<file path="src/rtl/pipelined_addsub_if.sv">
// pipelined_addsub_if
//   Handshake and data bundle for pipelined_addsub.
//   Operand side : in_valid, in_ready, a, b, sub
//   Result side  : out_valid, out_ready, sum, cout, ovf, zero, neg
//   Modports     : master = producer of operands / consumer of results
//                  slave  = the adder pipeline itself
interface pipelined_addsub_if #(
  parameter int WIDTH = 32
);
  logic             in_valid;
  logic             in_ready;
  logic [WIDTH-1:0] a;
  logic [WIDTH-1:0] b;
  logic             sub;
  logic             out_valid;
  logic             out_ready;
  logic [WIDTH-1:0] sum;
  logic             cout;
  logic             ovf;
  logic             zero;
  logic             neg;

  modport master (
    output in_valid, a, b, sub, out_ready,
    input  in_ready, out_valid, sum, cout, ovf, zero, neg
  );

  modport slave (
    input  in_valid, a, b, sub, out_ready,
    output in_ready, out_valid, sum, cout, ovf, zero, neg
  );
endinterface

</file>
<file path="src/rtl/pipelined_addsub.sv">
// pipelined_addsub
//   Integer add/subtract unit with the carry chain cut into SEG_W-bit
//   segments, one pipeline stage per segment (NSEG = WIDTH/SEG_W stages,
//   latency NSEG, one op per cycle). valid/ready on both sides; the whole
//   pipeline freezes while a result is offered and not taken.
//   Ports:
//     clk  - clock, rising edge
//     rst  - asynchronous, active-high reset
//     bus  - pipelined_addsub_if.slave (operands, result, flags, handshakes)
//   Optional build macro: PIPELINED_ADDSUB_SATURATE_EN
//     defined   -> on signed overflow the result clamps to the signed limit
//                  in the direction of a's sign (ovf still reported)
//     undefined -> result wraps modulo 2^WIDTH
module pipelined_addsub #(
  parameter int WIDTH = 32,
  parameter int SEG_W = 16
) (
  input  logic              clk,
  input  logic              rst,
  pipelined_addsub_if.slave bus
);
  localparam int SEG_SAFE = (SEG_W > 0) ? SEG_W : 1;
  localparam int NSEG     = WIDTH / SEG_SAFE;

  if ((SEG_W < 1) || (SEG_W > WIDTH) || ((WIDTH % SEG_SAFE) != 0)) begin : g_param_check
    $fatal(1, "pipelined_addsub: WIDTH (%0d) must be a positive multiple of SEG_W (%0d)",
           WIDTH, SEG_W);
  end

  logic stall;
  logic adv;
  logic out_valid_q;

  assign stall       = out_valid_q && !bus.out_ready;
  assign adv         = !stall;
  assign bus.in_ready = adv;

  // Inputs seen by stage k. The accumulator word holds finished sum bits
  // below segment k (de-skew) and still-untouched a bits from segment k up
  // (skew); st_bx carries the conditioned b operand alongside it.
  logic [WIDTH-1:0] st_acc [NSEG];
  logic [WIDTH-1:0] st_bx  [NSEG];
  logic             st_cy  [NSEG];
  logic             st_vld [NSEG];

  // Combinational result of each stage's segment add.
  logic [WIDTH-1:0] acc_nx [NSEG];
  logic             cy_nx  [NSEG];

  assign st_acc[0] = bus.a;
  assign st_bx[0]  = bus.b ^ {WIDTH{bus.sub}};
  assign st_cy[0]  = bus.sub;
  assign st_vld[0] = bus.in_valid;

  for (genvar k = 0; k < NSEG; k++) begin : g_seg
    logic [SEG_W:0]   seg_sum;
    logic [WIDTH-1:0] acc_l;

    assign seg_sum = {1'b0, st_acc[k][k*SEG_W +: SEG_W]}
                   + {1'b0, st_bx[k][k*SEG_W +: SEG_W]}
                   + {{SEG_W{1'b0}}, st_cy[k]};

    always_comb begin
      acc_l = st_acc[k];
      acc_l[k*SEG_W +: SEG_W] = seg_sum[SEG_W-1:0];
    end

    assign acc_nx[k] = acc_l;
    assign cy_nx[k]  = seg_sum[SEG_W];

    // Every stage except the last registers its partial word and carry;
    // the last stage feeds the output register below.
    if (k < NSEG - 1) begin : g_mid
      logic [WIDTH-1:0] acc_q;
      logic [WIDTH-1:0] bx_q;
      logic             cy_q;
      logic             vld_q;

      always_ff @(posedge clk or posedge rst) begin
        if (rst) begin
          acc_q <= '0;
          bx_q  <= '0;
          cy_q  <= 1'b0;
          vld_q <= 1'b0;
        end else if (adv) begin
          acc_q <= acc_l;
          bx_q  <= st_bx[k];
          cy_q  <= seg_sum[SEG_W];
          vld_q <= st_vld[k];
        end
      end

      assign st_acc[k+1] = acc_q;
      assign st_bx[k+1]  = bx_q;
      assign st_cy[k+1]  = cy_q;
      assign st_vld[k+1] = vld_q;
    end
  end

  // Final stage: the top segment has just been added, so the full result
  // is available. a[MSB] is still sitting untouched in the skew part of the
  // accumulator input and bx[MSB] in the b skew word.
  logic [WIDTH-1:0] raw_sum;
  logic             raw_cout;
  logic             a_msb;
  logic             bx_msb;
  logic             ovf_nx;
  logic [WIDTH-1:0] res_nx;

  assign raw_sum  = acc_nx[NSEG-1];
  assign raw_cout = cy_nx[NSEG-1];
  assign a_msb    = st_acc[NSEG-1][WIDTH-1];
  assign bx_msb   = st_bx[NSEG-1][WIDTH-1];
  assign ovf_nx   = (a_msb == bx_msb) && (raw_sum[WIDTH-1] != a_msb);

`ifdef PIPELINED_ADDSUB_SATURATE_EN
  always_comb begin
    res_nx = raw_sum;
    if (ovf_nx) begin
      res_nx = a_msb ? {1'b1, {(WIDTH-1){1'b0}}} : {1'b0, {(WIDTH-1){1'b1}}};
    end
  end
`else
  assign res_nx = raw_sum;
`endif

  logic [WIDTH-1:0] sum_q;
  logic             cout_q;
  logic             ovf_q;
  logic             zero_q;
  logic             neg_q;

  // zero/neg are registered rather than decoded from sum_q so that all
  // flags read 0 out of reset.
  always_ff @(posedge clk or posedge rst) begin
    if (rst) begin
      out_valid_q <= 1'b0;
      sum_q       <= '0;
      cout_q      <= 1'b0;
      ovf_q       <= 1'b0;
      zero_q      <= 1'b0;
      neg_q       <= 1'b0;
    end else if (adv) begin
      out_valid_q <= st_vld[NSEG-1];
      sum_q       <= res_nx;
      cout_q      <= raw_cout;
      ovf_q       <= ovf_nx;
      zero_q      <= (res_nx == '0);
      neg_q       <= res_nx[WIDTH-1];
    end
  end

  assign bus.out_valid = out_valid_q;
  assign bus.sum       = sum_q;
  assign bus.cout      = cout_q;
  assign bus.ovf       = ovf_q;
  assign bus.zero      = zero_q;
  assign bus.neg       = neg_q;
endmodule

</file>
<file path="src/flat_wrapper.sv">
// flat-port wrapper written by rule: the top's interface ports become plain ports
module pipelined_addsub_flat 
#(
  parameter int WIDTH = 32,
  parameter int SEG_W = 16
)
  (clk, rst, bus_in_valid, bus_a, bus_b, bus_sub, bus_out_ready, bus_in_ready, bus_out_valid, bus_sum, bus_cout, bus_ovf, bus_zero, bus_neg);
  pipelined_addsub_if #(.WIDTH(WIDTH)) bus_i ();
  input  logic clk;
  input  logic rst;
  input wire logic [$bits(bus_i.in_valid)-1:0] bus_in_valid;
  input wire logic [$bits(bus_i.a)-1:0] bus_a;
  input wire logic [$bits(bus_i.b)-1:0] bus_b;
  input wire logic [$bits(bus_i.sub)-1:0] bus_sub;
  input wire logic [$bits(bus_i.out_ready)-1:0] bus_out_ready;
  output wire logic [$bits(bus_i.in_ready)-1:0] bus_in_ready;
  output wire logic [$bits(bus_i.out_valid)-1:0] bus_out_valid;
  output wire logic [$bits(bus_i.sum)-1:0] bus_sum;
  output wire logic [$bits(bus_i.cout)-1:0] bus_cout;
  output wire logic [$bits(bus_i.ovf)-1:0] bus_ovf;
  output wire logic [$bits(bus_i.zero)-1:0] bus_zero;
  output wire logic [$bits(bus_i.neg)-1:0] bus_neg;
  assign bus_i.in_valid = bus_in_valid;
  assign bus_i.a = bus_a;
  assign bus_i.b = bus_b;
  assign bus_i.sub = bus_sub;
  assign bus_i.out_ready = bus_out_ready;
  assign bus_in_ready = bus_i.in_ready;
  assign bus_out_valid = bus_i.out_valid;
  assign bus_sum = bus_i.sum;
  assign bus_cout = bus_i.cout;
  assign bus_ovf = bus_i.ovf;
  assign bus_zero = bus_i.zero;
  assign bus_neg = bus_i.neg;
  pipelined_addsub #(.WIDTH(WIDTH), .SEG_W(SEG_W)) u_core (.clk(clk), .rst(rst), .bus(bus_i));
endmodule
</file>
<file path="config.mk">
export PLATFORM = sky130hd
export DESIGN_NAME = pipelined_addsub_flat
export DESIGN_NICKNAME = d
export VERILOG_FILES = /design/src/rtl/pipelined_addsub_if.sv /design/src/rtl/pipelined_addsub.sv /design/src/flat_wrapper.sv
export SDC_FILE = /design/constraint.sdc
export NUM_CORES = 1
export LEC_CHECK = 0
export BUFFER_PORTS_ARGS = -buffer_cell sky130_fd_sc_hd__buf_4
export CAP_MARGIN = 0
export CELL_PAD_IN_SITES_DETAIL_PLACEMENT = 1
export CELL_PAD_IN_SITES_GLOBAL_PLACEMENT = 2
export CORE_MARGIN = 5
export CORE_UTILIZATION = 33
export DETAILED_ROUTE_END_ITERATION = 8
export PLACE_DENSITY = 0.93
export SYNTH_ARGS = -nofsm -noshare
export SYNTH_HDL_FRONTEND = slang
export SYNTH_SLANG_ARGS = --single-unit
</file>
<file path="constraint.sdc">
create_clock -name clk -period 3.4 [get_ports clk]
set_input_delay 0.34 -clock clk [delete_from_list [all_inputs] [get_ports clk]]
set_output_delay 0.34 -clock clk [all_outputs]
set_load 0.02 [all_outputs]
</file>
==> qor.csv, run 1 <==
metric,value,unit
fin_area,6261,um2
placed_area,5956,um2
final_nets,767,
yosys_warnings,0,
worstSetupPathType,reg2reg,
dieHeight,132.8,um
coreArea,14640,um2
cts.reportedPaths.clkPinSlew,0.06,ns
die-area,17630,um2
async_reset_ff_frac,1.000,
grt_overflow,0,
placed_cells,838,
timing.final.crit_period,3.185,ns
synthCells,567,
worst_setup_path_start_kind,flip-flop,
gp_congestion,0.8292,
synth_edf_count,0,
min-delay-path-class,in2async,
htreeDepth,3,
fmax,313.9,MHz
reg2reg_depth,9,
ys_seq_elements,86,
cts_buffer_depth,2,
rsz0062_at_grt,no,
arrival,3.41,ns
avgSynthCellArea,8.776,um2
relSlewSlack,0.2884,
final_common_cell,nand2_1,
fin_cells,853,
first_iter_violations,183,
tns,0,ns
grt_pass1_vias,4729,
powerDensity,680.2,nW/um2
leakage,2.987,nW
root_buffer,clkbuf_16,
fillers,1710,
rrSetupSlack,0.21,ns
cts.sinks,86,
r2r_end,u_core.bus.sum[30]$_DFFE_PP0N_,
viasPerCell,5.046,
slowest_delay,0.49,ns
ir_worst_vdd,0.2889,mV
fp.dieW,132.8,um
worstSkewPairLatency,0.34,ns
ios,107,
numPortBuffers,106,
slowest_stage,fa_1,
finClkSkew,0.009505,ns
n_antenna_cell,0,
dp_slack,0.2635,ns
ant_nets,0,
path_cells,"fa_1, fa_1, a211oi_1, o21ai_0, and2_1, o211a_1, or4_1, and3_1, o21ai_0",
synthToLayoutAreaGrowth,25.82,%
mostFrequentLayoutCells,"157 x nand2_1, 112 x buf_4, 86 x dfrtp_1",
tightest_slew,1.066,ns
grt.total_usage,0.1650,
crit_required,3.63,ns
power.total,0.004259,W
netlist_area,4976,um2
r2r_start,u_core.g_seg[0].g_mid.cy_q$_DFFE_PP0N_,
rows,44,
maxCapViolCount,0,
finalSetupViolCount,0,
post-cts-setup-buffers,0,
hold_buffers,0,
drive_gt1_frac,0.1943,
syn-num-nets,669,
status,"finished, final reports clean",
yosysUniqueCellTypes,54,
grt_pass1_wl,23850,um
antenna_found_initial,0,
fin_crit_sh,0.9369,
finalHoldViolCount,0,
grt_max_degree,63,
dpl.hpwl,10740,um
cts_resized,0,
first_pass_iters,4,
drv_slew,0,
drcViolationCount,0,
vias,4304,
setup_slack,0.2145,ns
cts_tree,yes,
synth_ff_type,dfrtp_1,
worst-path-max-fanout,3,
yosysSeqAreaShare,0.4325,
finalWirelength,14000,um
wl_per_cell,16.41,um
initial_core_util,0.3398,
cts-buffers-inserted,9,
endpoint_kind,flip-flop,
[critical path: cells and delay by family, from the launching register on]
kind                       cells  cell delay, ns
AOI/OAI and AO/OA              4            0.98
adders and majority gates      2            0.93
DFF                            1            0.41
and+or+nand+nor                3            0.75
[sequential cells by signal (all words and copies together) (netlist names)]
register,flops
u_core.bus.cout,1
u_core.bus.neg,1
u_core.bus.out_valid,1
u_core.bus.ovf,1
u_core.bus.sum,31
u_core.bus.zero,1
u_core.g_seg.g_mid.acc_q,32
u_core.g_seg.g_mid.bx_q,16
u_core.g_seg.g_mid.cy_q,1
u_core.g_seg.g_mid.vld_q,1
[kinds of logic after synthesis]
group                      count (synthesis)  share of synthesized area
muxes                                      1                   0.002012
and+or+nand+nor                          234                     0.2052
AOI/OAI and AO/OA                        122                     0.1496
adders and majority gates                 33                    0.08750
buffers and inverters                     38                    0.02992
DFF                                       86                     0.4325
xor gates and xnor gates                  53                    0.09329
[worst max path at each step]
| stage | start | to | slack (ns) |
|---|---|---|---|
| finish | u_core.g_seg[0].g_mid.cy_q$_DFFE_PP0N_ | u_core.bus.sum[30]$_DFFE_PP0N_ | 0.21 |
| global route | u_core.g_seg[0].g_mid.cy_q$_DFFE_PP0N_ | u_core.bus.zero$_DFFE_PP0N_ | 0.07 |
| CTS | u_core.g_seg[0].g_mid.cy_q$_DFFE_PP0N_ | u_core.bus.sum[30]$_DFFE_PP0N_ | 0.20 |
| detailed placement | u_core.g_seg[0].g_mid.cy_q$_DFFE_PP0N_ | u_core.bus.zero$_DFFE_PP0N_ | 0.26 |
| global placement | u_core.g_seg[0].g_mid.cy_q$_DFFE_PP0N_ | u_core.bus.zero$_DFFE_PP0N_ | 0.32 |
| floorplan | bus_sub | u_core.g_seg[0].g_mid.cy_q$_DFFE_PP0N_ | 0.45 |
[cell usage after synthesis, types with 2 or more instances]
cell type | count | area share
nand2_1 | 157 | 0.12
dfrtp_1 | 86 | 0.43
o21ai_0 | 46 | 0.046
ha_1 | 30 | 0.075
xor2_1 | 29 | 0.051
a21oi_1 | 28 | 0.028
xnor2_1 | 24 | 0.042
nor2_1 | 21 | 0.016
clkbuf_1 | 20 | 0.015
inv_1 | 13 | 0.0098
nor3_1 | 13 | 0.013
a21o_1 | 8 | 0.012
nand3_1 | 6 | 0.0060
nor4_1 | 6 | 0.0075
or3_1 | 6 | 0.0075
o21bai_1 | 5 | 0.0075
o31ai_1 | 5 | 0.0075
a211oi_1 | 4 | 0.0060
a221oi_1 | 4 | 0.0070
a31oi_1 | 4 | 0.0050
and3_1 | 3 | 0.0038
fa_1 | 3 | 0.012
nor3b_1 | 3 | 0.0045
and2_1 | 2 | 0.0025
and4_1 | 2 | 0.0035
buf_1 | 2 | 0.0015
buf_2 | 2 | 0.0020
nand3b_1 | 2 | 0.0030
nand4_1 | 2 | 0.0025
nor2b_1 | 2 | 0.0025
nor4b_1 | 2 | 0.0035
o211ai_1 | 2 | 0.0030
o21a_1 | 2 | 0.0030
o311ai_0 | 2 | 0.0035
o31a_1 | 2 | 0.0035
[stage by stage]
| stage | util | hold WS (ns) |
|---|---|---|
| after CTS | 0.4275 | 0.1653 |
| after global placement | 0.4067 | 0.4516 |
| after detailed placement | 0.4067 | 0.4552 |
| after global routing | 0.4275 | 0.1938 |
| after floorplan | - | 0.4300 |
| final | 0.4275 | 0.1404 |
[layer usage]
metal	part of all wire	global-route usage	vias to the layer above
li1	-	-	2139
met1	0.47	0.2205	2053
met2	0.47	0.2675	89
met3	0.041	0.03303	23
met4	0.020	0.05600	0
met5	0	0	-
[report_power, final]
part | total (W) | switching [W] | internal (W) | leakage [nW]
sequential | 0.00152 | 0.000206 | 0.00131 | 1.03
combinational | 0.00170 | 0.00100 | 0.000701 | 1.81
clock | 0.00104 | 0.000398 | 0.000639 | 0.146
[layout make-up]
| class | instances | area (um2) | share of cell area |
|---|---|---|---|
| multi-input cells | 443 | 2683 | 0.4285 |
| clock buffers | 11 | 232.7 | 0.03717 |
| repair buffers | 112 | 840.8 | 0.1343 |
| inverters | 13 | 50.05 | 0.007994 |
| flip-flops and latches | 86 | 2152 | 0.3437 |
| well taps | 184 | 230.2 | 0.03677 |
| clock inverters | 4 | 72.57 | 0.01159 |
Power figures use the tool's default switching activity.
==> run 2, diff against run 1 <==
==> constraint.sdc (replaced) <==
create_clock -name clk -period 3.5 [get_ports clk]
set_input_delay 0.7 -clock clk [delete_from_list [all_inputs] [get_ports clk]]
set_output_delay 0.7 -clock clk [all_outputs]
set_load 0.02 [all_outputs]
==> qor.csv, run 2 (same netlist as run 1, synthesis figures left out) <==
metric,value,unit
regArea,2152,um2
cts-buffers-inserted,9,
grt_max_degree,74,
cts.reportedPaths.clkPinSlew,0.06,ns
fin_cells,854,
regMostFlops,u_core.g_seg.g_mid.acc_q,
worst_setup_path_start_kind,flip-flop,
powerDensity,651.2,nW/um2
rrSetupSlack,0.29,ns
drcViolationCount,0,
status,"finished, final reports clean",
fmax,311.6,MHz
finalHoldViolCount,0,
hold_path_depth,1,
grt_overflow,0,
htreeDepth,3,
endpoint_kind,flip-flop,
multiInputGateArea,2683,um2
post-cts-setup-buffers,0,
rsz0062_at_grt,no,
grt_pass1_wl,23380,um
cts_buffer_depth,2,
arrival,3.43,ns
worstSetupPathType,reg2reg,
die-area,17630,um2
final_util,0.4266,
antenna_found_initial,0,
largest_reg_flops,32,
r2r_end,u_core.bus.zero$_DFFE_PP0N_,
drv_slew,0,
mostFrequentLayoutCells,"157 x nand2_1, 113 x buf_4, 86 x dfrtp_1",
fillers,1732,
worstSkewPairLatency,0.34,ns
holdCritStartpoint,u_core.g_seg[0].g_mid.vld_q$_DFFE_PP0N_,
initial_core_util,0.3398,
crit_path_start,u_core.g_seg[0].g_mid.cy_q$_DFFE_PP0N_,
n_antenna_cell,0,
grt_pass1_vias,4721,
fin_area,6247,um2
reg2reg_depth,9,
timing.final.crit_period,3.209,ns
numPortBuffers,106,
maxCapViolCount,0,
tns,0,ns
relSlewSlack,0.5008,
finalSetupViolCount,0,
dpl.hpwl,11010,um
hold_buffers,0,
fp.dieW,132.8,um
synthToLayoutAreaGrowth,25.55,%
hold_ws,0.4596,ns
finalWirelength,13910,um
placed_cells,839,
root_buffer,clkbuf_16,
cts_tree,yes,
min-delay-path-class,reg2reg,
r2r_start,u_core.g_seg[0].g_mid.cy_q$_DFFE_PP0N_,
rows,44,
ir_worst_vdd,0.2376,mV
leakage,2.983,nW
drive_gt1_frac,0.1925,
grt.total_usage,0.1621,
cts.sinks,86,
dieHeight,132.8,um
final_common_cell,nand2_1,
min_to,u_core.bus.out_valid$_DFFE_PP0N_,
fin_crit_sh,0.9168,
first_pass_iters,4,
ant_nets,0,
tightest_slew,0.7395,ns
worst-path-max-fanout,3,
first_iter_violations,181,
cts_resized,0,
viasPerCell,5.059,
crit_required,3.72,ns
final_nets,768,
ios,107,
vias,4320,
finClkSkew,0.006730,ns
gp_congestion,0.8592,
coreArea,14640,um2
placed_area,5963,um2
wl_per_cell,16.29,um
## run 2: power by group
group | internal [W] | switching, W
Clock | 0.000570 | 0.000371
Combinational | 0.000682 | 0.000976
Sequential | 0.00128 | 0.000194
## run 2: metal layers
| layer | wire length, um | global-route usage | up-vias |
|---|---|---|---|
| met2 | 6598 | 0.2635 | 75 |
| li1 | - | - | 2139 |
| met1 | 6639 | 0.2196 | 2093 |
| met5 | 0 | 0 | - |
| met4 | 196 | 0.05023 | 0 |
| met3 | 479 | 0.02961 | 13 |
## run 2: area by class of cell
class	count	area share
timing repair buffer	113	0.1358
inverter	13	0.008011
multi-input combinational	443	0.4294
clock inverter	1	0.004807
clock buffer	14	0.04066
sequential	86	0.3445
tap	184	0.03685
## run 2: worst max-delay path, stage by stage, from the launching register on
cell and delay (ns):
dfrtp_1 0.40, fa_1 0.49, fa_1 0.45, a211oi_1 0.32, o21ai_0 0.18, and2_1 0.18, o211a_1 0.25, or4_1 0.41
and3_1 0.18, a32o_1 0.23
## run 2: worst max-delay path by stage
stage,end,slack [ns],depth (start not counted)
3_5_place_dp,u_core.g_seg[0].g_mid.cy_q$_DFFE_PP0N_,0.17,11
2_1_floorplan,u_core.g_seg[0].g_mid.cy_q$_DFFE_PP0N_,0.19,11
5_1_grt,u_core.bus.zero$_DFFE_PP0N_,0.11,9
4_1_cts,u_core.bus.zero$_DFFE_PP0N_,0.30,9
6_report,u_core.bus.zero$_DFFE_PP0N_,0.29,9
3_3_place_gp,u_core.g_seg[0].g_mid.cy_q$_DFFE_PP0N_,0.27,11
## run 2: through the flow
stage          setup slack (ns)  power, W
2_1_floorplan            0.1875  0.002487
3_3_place_gp             0.2708  0.003086
4_1_cts                  0.3002  0.004111
6_report                 0.2912  0.004068
3_5_place_dp             0.1669  0.003161
5_1_grt                  0.1101  0.004353
